## src/rtl/pwm_dc_ramp_pkg.sv

```systemverilog
// Shared constants for the PWM duty-cycle ramp sequencer: register map,
// state encoding and CTRL bit positions.
package pwm_dc_ramp_pkg;

   localparam logic [7:0] ADR_CTRL     = 8'h00;
   localparam logic [7:0] ADR_MIN      = 8'h04;
   localparam logic [7:0] ADR_MAX      = 8'h08;
   localparam logic [7:0] ADR_STEP     = 8'h0C;
   localparam logic [7:0] ADR_INTERVAL = 8'h10;
   localparam logic [7:0] ADR_STATUS   = 8'h14;

   localparam logic [1:0] ST_IDLE = 2'd0;
   localparam logic [1:0] ST_UP   = 2'd1;
   localparam logic [1:0] ST_DOWN = 2'd2;
   localparam logic [1:0] ST_DONE = 2'd3;

   localparam int unsigned CTRL_EN   = 0;
   localparam int unsigned CTRL_MODE = 1;
   localparam int unsigned CTRL_IRQ  = 2;

endpackage

```

## src/rtl/pwm_interval_timer.sv

```systemverilog
// Step-interval timer: counts while enabled and emits a one-cycle step pulse
// every interval_i+1 enabled cycles.
module pwm_interval_timer #(
   parameter int unsigned TW = 16
) (
   input  logic          clk_i,
   input  logic          rst_i,
   input  logic          clr_i,
   input  logic          en_i,
   input  logic [TW-1:0] interval_i,
   output logic          step_o
);

   logic [TW-1:0] cnt_q, cnt_d;
   logic          hit;

   always_comb begin
      // >= so that lowering the interval mid-count steps at once instead of wrapping
      hit    = (cnt_q >= interval_i);
      step_o = en_i & ~clr_i & hit;
      cnt_d  = cnt_q;
      if (clr_i) begin
         cnt_d = '0;
      end else if (en_i) begin
         cnt_d = hit ? '0 : cnt_q + TW'(1);
      end
   end

   always_ff @(posedge clk_i) begin
      if (rst_i) begin
         cnt_q <= '0;
      end else begin
         cnt_q <= cnt_d;
      end
   end

endmodule

```

## src/rtl/pwm_dc_ramp.sv

```systemverilog
// Duty-cycle ramp sequencer feeding the PWM i_DC/i_valid_DC inputs with
// saturating one-shot or triangle ramps, programmed over the register bus.
module pwm_dc_ramp
   import pwm_dc_ramp_pkg::*;
#(
   parameter int unsigned DW = 16,
   parameter int unsigned TW = 16
) (
   input  logic          clk_i,
   input  logic          rst_i,
   input  logic          re_i,
   input  logic          we_i,
   input  logic [7:0]    addr_i,
   input  logic [31:0]   wdata_i,
   input  logic [3:0]    be_i,
   output logic [31:0]   rdata_o,
   output logic          error_o,
   output logic [DW-1:0] o_DC,
   output logic          o_valid_DC,
   output logic          o_irq
);

   logic          en_q, en_d, mode_q, mode_d;
   logic [DW-1:0] min_q, min_d, max_q, max_d, step_q, step_d;
   logic [TW-1:0] interval_q, interval_d;
   logic [1:0]    state_q, state_d;
   logic [DW-1:0] dc_q, dc_d;
   logic          valid_q, valid_d, irq_q, irq_d, cfg_err_q, cfg_err_d;

   logic          unmapped, wr, wr_ctrl, start_req, stop_req;
   logic          tick_clr, tick_en, step_pulse;
   logic [DW-1:0] step_eff, up_val, dn_val;
   logic [DW:0]   up_sum, dn_diff;
   logic          unused_in;

   assign unused_in = ^{be_i, wdata_i};

   always_comb begin
      unmapped = 1'b1;
      rdata_o  = '0;
      case (addr_i)
         ADR_CTRL: begin
            unmapped           = 1'b0;
            rdata_o[CTRL_EN]   = en_q;
            rdata_o[CTRL_MODE] = mode_q;
            rdata_o[CTRL_IRQ]  = irq_q;
         end
         ADR_MIN: begin
            unmapped          = 1'b0;
            rdata_o[DW-1:0]   = min_q;
         end
         ADR_MAX: begin
            unmapped          = 1'b0;
            rdata_o[DW-1:0]   = max_q;
         end
         ADR_STEP: begin
            unmapped          = 1'b0;
            rdata_o[DW-1:0]   = step_q;
         end
         ADR_INTERVAL: begin
            unmapped          = 1'b0;
            rdata_o[TW-1:0]   = interval_q;
         end
         ADR_STATUS: begin
            unmapped          = 1'b0;
            rdata_o[15:0]     = 16'(dc_q);
            rdata_o[17:16]    = state_q;
            rdata_o[18]       = cfg_err_q;
         end
         default: unmapped = 1'b1;
      endcase
   end

   assign error_o   = (re_i | we_i) & (unmapped | (re_i & we_i));
   assign wr        = we_i & ~re_i & ~error_o;
   assign wr_ctrl   = wr & (addr_i == ADR_CTRL);
   assign start_req = wr_ctrl & wdata_i[CTRL_EN] & ((state_q == ST_IDLE) | (state_q == ST_DONE));
   assign stop_req  = wr_ctrl & ~wdata_i[CTRL_EN];
   assign tick_clr  = start_req | stop_req;
   assign tick_en   = (state_q == ST_UP) | (state_q == ST_DOWN);

   pwm_interval_timer #(
      .TW(TW)
   ) u_timer (
      .clk_i      (clk_i),
      .rst_i      (rst_i),
      .clr_i      (tick_clr),
      .en_i       (tick_en),
      .interval_i (interval_q),
      .step_o     (step_pulse)
   );

   // Widened by one bit so both directions saturate instead of wrapping
   always_comb begin
      step_eff = (step_q == '0) ? DW'(1) : step_q;
      up_sum   = {1'b0, dc_q} + {1'b0, step_eff};
      dn_diff  = {1'b0, dc_q} - {1'b0, step_eff};
      up_val   = (up_sum > {1'b0, max_q}) ? max_q : up_sum[DW-1:0];
      dn_val   = (dn_diff[DW] || (dn_diff[DW-1:0] < min_q)) ? min_q : dn_diff[DW-1:0];
   end

   always_comb begin
      en_d       = en_q;
      mode_d     = mode_q;
      min_d      = min_q;
      max_d      = max_q;
      step_d     = step_q;
      interval_d = interval_q;
      state_d    = state_q;
      dc_d       = dc_q;
      valid_d    = 1'b0;
      irq_d      = irq_q;
      cfg_err_d  = cfg_err_q;

      if (wr) begin
         case (addr_i)
            ADR_CTRL: begin
               en_d   = wdata_i[CTRL_EN];
               mode_d = wdata_i[CTRL_MODE];
               if (wdata_i[CTRL_IRQ]) irq_d = 1'b0;
            end
            ADR_MIN:      min_d      = wdata_i[DW-1:0];
            ADR_MAX:      max_d      = wdata_i[DW-1:0];
            ADR_STEP:     step_d     = wdata_i[DW-1:0];
            ADR_INTERVAL: interval_d = wdata_i[TW-1:0];
            default: ;
         endcase
      end

      if (stop_req) begin
         state_d = ST_IDLE;
      end else if (start_req) begin
         if (min_q <= max_q) begin
            dc_d      = min_q;
            valid_d   = 1'b1;
            state_d   = ST_UP;
            cfg_err_d = 1'b0;
         end else begin
            state_d   = ST_IDLE;
            cfg_err_d = 1'b1;
         end
      end else if (step_pulse) begin
         case (state_q)
            ST_UP: begin
               dc_d    = up_val;
               valid_d = 1'b1;
               if (up_val == max_q) begin
                  state_d = mode_q ? ST_DOWN : ST_DONE;
                  if (!mode_q) irq_d = 1'b1;
               end
            end
            ST_DOWN: begin
               dc_d    = dn_val;
               valid_d = 1'b1;
               if (dn_val == min_q) state_d = ST_UP;
            end
            default: ;
         endcase
      end
   end

   always_ff @(posedge clk_i) begin
      if (rst_i) begin
         en_q       <= 1'b0;
         mode_q     <= 1'b0;
         min_q      <= '0;
         max_q      <= '0;
         step_q     <= '0;
         interval_q <= '0;
         state_q    <= ST_IDLE;
         dc_q       <= '0;
         valid_q    <= 1'b0;
         irq_q      <= 1'b0;
         cfg_err_q  <= 1'b0;
      end else begin
         en_q       <= en_d;
         mode_q     <= mode_d;
         min_q      <= min_d;
         max_q      <= max_d;
         step_q     <= step_d;
         interval_q <= interval_d;
         state_q    <= state_d;
         dc_q       <= dc_d;
         valid_q    <= valid_d;
         irq_q      <= irq_d;
         cfg_err_q  <= cfg_err_d;
      end
   end

   assign o_DC       = dc_q;
   assign o_valid_DC = valid_q;
   assign o_irq      = irq_q;

endmodule
```

## config.mk

```make
export PLATFORM = sky130hd
export DESIGN_NAME = pwm_dc_ramp
export DESIGN_NICKNAME = d
export VERILOG_FILES = /design/src/rtl/pwm_dc_ramp_pkg.sv /design/src/rtl/pwm_interval_timer.sv /design/src/rtl/pwm_dc_ramp.sv
export SDC_FILE = /design/constraint.sdc
export NUM_CORES = 1
export LEC_CHECK = 0
export ABC_AREA = 1
export BUFFER_PORTS_ARGS = -buffer_cell sky130_fd_sc_hd__clkbuf_2
export CORE_MARGIN = 10
export CORE_UTILIZATION = 65
export CTS_CLUSTER_DIAMETER = 40
export DETAILED_ROUTE_END_ITERATION = 8
export PLACE_DENSITY_LB_ADDON = 0.25
export SLEW_MARGIN = 25
export SYNTH_ARGS = -nofsm -noshare
export SYNTH_HDL_FRONTEND = slang
export SYNTH_HIERARCHICAL = 1
export SYNTH_SLANG_ARGS = --single-unit
export TNS_END_PERCENT = 10
```

## constraint.sdc

```tcl
create_clock -name clk_i -period 7.56 [get_ports clk_i]
set_input_delay 1.512 -clock clk_i [delete_from_list [all_inputs] [get_ports clk_i]]
set_output_delay 1.512 -clock clk_i [all_outputs]
set_load 0.02 [all_outputs]
```

## After elaboration in Yosys (flattened, before gate mapping)

Index checks and enable logic that the tools add are counted.

- Bits in registers: 103
- Latch bits: 0
- RAM bits: 0
- ROM bits: 0
- Input port bits: 48
- Output and inout port bits: 51
- Memories: 0

- $add $sub $neg: 3
- Multiply operators: 0
- Div/mod/pow operators: 0
- $lt $le $gt $ge: 4
- Equal/unequal tests: 13
- Shifts and indexed selects: 0
- Muxes and demuxes: 33
- Bitwise logic cells: 20
- Reduce and logical (&&, ||, !) cells: 18

Operator list:

| operator | count |
|---|---|
| $mux W16 | 7 |
| $pmux W13 S5 | 1 |
| $eq A16 B16 Y1 | 2 |
| $pmux W16 S2 | 1 |
| $pmux W3 S6 | 1 |
| $add A16 B16 Y17 | 1 |
| $gt A17 B16 Y1 | 1 |
| $mux W1 | 17 |
| $sub A16 B16 Y17 | 1 |
| $add A16 B1 Y16 const B | 1 |
| $eq A8 B4 Y1 const B | 2 |
| $eq A8 B5 Y1 const B | 2 |
| $ge A16 B16 Y1 | 1 |
| $le A16 B16 Y1 | 1 |
| $logic_not A16 Y1 | 1 |
| $lt A16 B16 Y1 | 1 |
| $reduce_and A2 Y1 | 6 |
| $and A1 B1 Y1 | 10 |
| $eq A8 B3 Y1 const B | 1 |
| $logic_not A8 Y1 | 1 |
| $mux W2 | 4 |
| $reduce_and A4 Y1 | 2 |
| $ne A3 B2 Y1 const B | 2 |
| $reduce_or A2 Y1 | 3 |
| 12 further kinds | 21 |

## Longest topological paths before layout

- Word-level depth: 17
- Depth in mapped cells: 36
- Mapped depth without buffers: 35

## Modules after synthesis

Netlist, hierarchy kept.

Modules (own cells, without submodules):

| module | instances | cells each | area each (um^2) |
|---|---|---|---|
| pwm_dc_ramp | 1 | 1225 | 8150.3 |
| pwm_interval_timer | 1 | 168 | 1228.7 |

## Worst setup path before layout

Ideal clock, no wire load.

- Kind: in2out
- From: in addr_i[5]
- To: out rdata_o[0]
- Arrival: 3.148 ns
- Slack: 2.900 ns
- Cell stages on the path: 9
- Buffers on the path: 1
- Path through: or3_4 -> nor2_4 -> inv_1 -> nor3_1 -> inv_1 -> nor2_1 -> inv_1 -> clkbuf_1 -> o221ai_1

- Word-level cells in the longest chain between the ends: 2
- Elaborated cells between the ends (all ways): 7

RTL lines:

| what | line | text |
|---|---|---|
| start, declared | pwm_dc_ramp.sv:13 | `input logic [7:0] addr_i,` |
| $eq A8 B5 Y1, or another cell as far along | pwm_dc_ramp.sv:41 | `case (addr_i)` |
| $pmux W3 S6 * | pwm_dc_ramp.sv:41 |  |
| end, declared | pwm_dc_ramp.sv:16 | `output logic [31:0] rdata_o,` |

Mark *: on every way between the ends. The rest lies on a longest branch, timed or not.

## Worst setup path after layout

- From: reg step_q[1]
- To: reg dc_q[14] (netlist: o_DC[14])

- Word-level cells in the longest chain between the ends: 9
- Elaborated cells between the ends (all ways): 12

RTL lines:

| what | line | text |
|---|---|---|
| start, declared | pwm_dc_ramp.sv:24 | `logic [DW-1:0] min_q, min_d, max_q, max_d, step_q, step_d;` |
| start signal, assigned | pwm_dc_ramp.sv:180 | `step_q <= step_d;` |
| $logic_not A16 Y1 | pwm_dc_ramp.sv:95 | `step_eff = (step_q == '0) ? DW'(1) : step_q;` |
| $mux W16 * | pwm_dc_ramp.sv:95 |  |
| $sub A16 B16 Y17 | pwm_dc_ramp.sv:97 | `dn_diff = {1'b0, dc_q} - {1'b0, step_eff};` |
| $lt A16 B16 Y1 | pwm_dc_ramp.sv:99 | `dn_val = (dn_diff[DW] \|\| (dn_diff[DW-1:0] < min_q)) ? min_q : dn_diff[DW-1:0];` |
| $logic_or A1 B1 Y1 | pwm_dc_ramp.sv:99 |  |
| $mux W16 | pwm_dc_ramp.sv:99 |  |
| $pmux W16 S2 * | pwm_dc_ramp.sv:143 | `case (state_q)` |
| $mux W16 * | pwm_dc_ramp.sv:142 | `end else if (step_pulse) begin` |
| $mux W16 * | pwm_dc_ramp.sv:132 | `end else if (start_req) begin` |
| end signal, assigned | pwm_dc_ramp.sv:171 | `dc_q <= '0;` |
| end signal, assigned | pwm_dc_ramp.sv:183 | `dc_q <= dc_d;` |
| end, declared | pwm_dc_ramp.sv:27 | `logic [DW-1:0] dc_q, dc_d;` |

Mark *: on every way between the ends. The rest lies on a longest branch, timed or not. The select of a mux whose other input is x is not followed.
A chain may end at the register's enable or synchronous reset.

==> results.py <==
metrics = {
    "clock_network": {
        "cts_hold_buffers": 0,
        "clockBufferDepth": 2,
        "cts.clk_slew.worst_paths_ns": 0.07,
        "insertion_delay_ns": 0.36,
        "numClockSinks": 103,
        "htree_num_levels": 3,
        "numCtsBuffers": 9,
        "root_buffer": "clkbuf_16",
        "post_cts_buffers": 0,
        "cts_resized": 0,
        "cts_tree": "done",
    },
    "route": {
        "firstDrtPassIters": 5,
        "antenna_left": 0,
        "drt_iter0_drc": 1100,
        "avgRoutedWirePerCell_um": 18.49,
        "finalWirelength_um": 29360,
        "via_per_inst": 6.118,
        "drc": 0,
        "via_count": 9716,
    },
    "timing": {
        "rsz0062_at_grt": "no",
        "fmax_mhz": 175.5,
        "post-route-period-util": 0.7536,
        "slew_violations": 0,
        "setup_violations": 0,
        "skew_ns": 0.01121,
        "tns_ns": 0,
        "worst_slew_pin_slew_ns": 1.053,
        "period_minus_slack_ns": 5.697,
        "slew_headroom": 0.2982,
        "finalHoldViolCount": 0,
    },
    "worst_setup_path": {
        "reg2reg_depth": 28,
        "critical_path.top_delay_family": "simple AND/OR/NAND/NOR gates",
        "r2r_start": "step_q[1]",
        "slowest_delay_ns": 0.89,
        "cp.depth": 28,
        "cp-end-kind": "flop",
        "rr_endpoint": "o_DC[14]",
        "crit_fanout": 25,
        "cp_slowest_cell": "and2_1",
        "crit_required_ns": 7.81,
        "crit_type": "flop to flop",
        "crit_buf_inv": 2,
        "worstPathArrival_ns": 5.95,
        "crit_top_cell": "nand2_1",
        "rrSetupSlack_ns": 1.86,
        "setup.worst_path.start_class": "flop",
    },
    "power": {
        "total_power_mw": 1.081,
        "pwr-share-seq": 0.502,
        "switchingPower_uw": 256.6,
        "clockPowerShare": 0.432,
        "switching_share": 0.2374,
        "comb_power_share": 0.066,
        "p_leak_nw": 4.583,
        "worst_ir_drop_vdd_v": 0.0001078,
        "power.density_nw_per_um2": 109.8,
        "intPower_uw": 824.1,
    },
    "global_route": {
        "overflow": 0,
        "grt_start_max_net_pins": 67,
        "grt_pass1_vias": 8849,
        "antenna_found_initial": 0,
        "grt_first_pass_wirelength_um": 45560,
        "grt_use_total": 0.2826,
    },
    "worst_hold_path": {
        "hold_class": "flop to flop",
        "min_path_cells": 2,
        "whs_endpoint": "en_q",
        "hold_start": "en_q",
    },
    "logic_synthesis": {
        "synth_area_leaders": "dfxtp_1 (22%), ha_1 (13%), nand2_1 (9.2%), inv_1 (8.0%), a21oi_1 (7.2%)",
        "ys_warn_count": 6,
        "synth.largest_area_cell": "dfxtp_1",
        "yosysUniqueCellTypes": 62,
        "synthFlopType": "dfxtp_1",
        "synth_edf_count": 0,
        "postSynthAreaPerCell_um2": 6.733,
        "synthCells": 1393,
        "yosysSeqAreaShare": 0.2199,
        "async_reset_ff_frac": 0,
        "ys_seq_elements": 103,
        "netlist_area_um2": 9379,
        "synth_top_area_share": 0.2199,
    },
    "floorplan": {
        "die_h_um": 140.1,
        "start_util": 0.6705,
        "die-area_um2": 19630,
        "ios": 99,
        "die-width_um": 140.1,
        "num_rows": 43,
        "core_area_um2": 13990,
    },
    "flow_run": {
        "cap_violations": 0,
    },
    "finish": {
        "layout-drive-gt1-share": 0.1094,
        "final_cell_mix": "nand2_1 (229), inv_1 (199), a21oi_1 (135)",
        "multi_input_area_um2": 6096,
        "final_nets": 1556,
        "fillers": 1261,
        "n_antenna_cell": 0,
        "regArea_um2": 2062,
        "final_common_cell": "nand2_1",
        "syn_to_final_growth_pct": 4.896,
    },
    "placed_design": {
        "gp_congestion": 0.9474,
        "port_buffers": 65,
        "dp_hpwl_um": 22760,
    },
    "status": {
        "outcome": "complete, no violations",
    },
}
[per-stage QoR]
stage	area, um^2	utilization	hold slack, ns	worst slack [ns]	instances
finish	9838	0.7033	0.4655	1.863	1588
detailed placement	9550	0.6827	0.4546	2.032	1574
CTS	9831	0.7028	0.4656	1.943	1588
floorplan	9424	-	0.4306	2.900	1405
global placement	9550	0.6827	0.4490	2.128	1574
global route	9838	0.7033	0.5035	1.382	1588
[worst max path at each step]
| stage | start | end | slack, ns |
|---|---|---|---|
| floorplan | addr_i[5] | rdata_o[0] | 2.90 |
| global placement | step_q[15] | o_DC[13] | 2.13 |
| detailed placement | step_q[14] | o_DC[13] | 2.03 |
| CTS | step_q[1] | o_DC[14] | 1.94 |
| global route | step_q[1] | o_DC[13] | 1.38 |
| finish | step_q[1] | o_DC[14] | 1.86 |
[sequential cells by signal (all words and copies together) (netlist names)]
register and count:
o_DC 16, state_q 2, step_q 16, max_q 16, mode_q 1, min_q 16, o_valid_DC 1, cfg_err_q 1
interval_q 16, u_timer/cnt_q 16, en_q 1, o_irq 1
[power groups by stage]
| stage | Sequential, mW | Clock (mW) | Combinational (mW) |
|---|---|---|---|
| final | 0.543 | 0.467 | 0.0711 |
| after global routing | 0.542 | 0.491 | 0.0765 |
| after CTS | 0.543 | 0.468 | 0.0680 |
| after detailed placement | 0.555 | 0 | 0.0672 |
| after global placement | 0.555 | 0 | 0.0661 |
| after floorplan | 0.555 | 0 | 0.0492 |
[per-layer routing]
metal	part of all wire	track usage	wire, um
met3	0.11	0.06491	3343
met5	0	0	0
met2	0.45	0.4608	13340
met1	0.40	0.3554	11810
met4	0.029	0.1038	865
[synthesized netlist by cell type (3+ instances only)]
| cell type | n |
|---|---|
| nor2_1 | 116 |
| o221ai_1 | 14 |
| o22ai_1 | 15 |
| o21a_1 | 4 |
| xor2_1 | 21 |
| a221oi_1 | 7 |
| buf_4 | 15 |
| o211ai_1 | 20 |
| clkbuf_1 | 43 |
| dfxtp_1 | 103 |
| a21oi_2 | 4 |
| xnor2_1 | 7 |
| nand4_1 | 52 |
| nand2_2 | 16 |
| nand2_1 | 230 |
| inv_2 | 13 |
| o21ai_0 | 97 |
| nor3_2 | 3 |
| nor2_4 | 4 |
| nor2_2 | 5 |
| o21bai_1 | 4 |
| a31oi_1 | 16 |
| ha_1 | 101 |
| inv_1 | 199 |
| nand3_2 | 9 |
| a211oi_1 | 17 |
| buf_2 | 13 |
| o21ai_1 | 8 |
| nand3_1 | 44 |
| nor3_1 | 12 |
| buf_6 | 9 |
| nand3b_1 | 3 |
| a21oi_1 | 135 |
[area by class of cell]
type / instances / area share
Clock buffer: 13 / 0.02544
Clock inverter: 1 / 0.003052
Inverter: 213 / 0.08178
Multi-Input combinational cell: 1007 / 0.6196
Sequential cell: 103 / 0.2096
Tap cell: 180 / 0.02289
Timing Repair Buffer: 71 / 0.03764
[worst register-to-register path: cells and delay by family (launching register included)]
kind                       cells  cell delay, ns
adders and majority gates      3            0.82
DFF                            1            0.35
and+or+nand+nor               15            2.49
AOI/OAI and AO/OA              7            1.43
buffers and inverters          2            0.25
xor gates and xnor gates       1            0.23
[cell families after synthesis]
| logic type | count (synthesis) | synth area share |
|---|---|---|
| xor+xnor | 29 | 0.02788 |
| fa+ha+maj | 103 | 0.1390 |
| other cells | 1 | 0.0003998 |
| simple gates | 506 | 0.2504 |
| compound gates | 355 | 0.2256 |
| mux | 1 | 0.001067 |
| flops | 103 | 0.2199 |
| buf+inv | 295 | 0.1358 |
No activity file was read; power rests on OpenSTA's default activity.
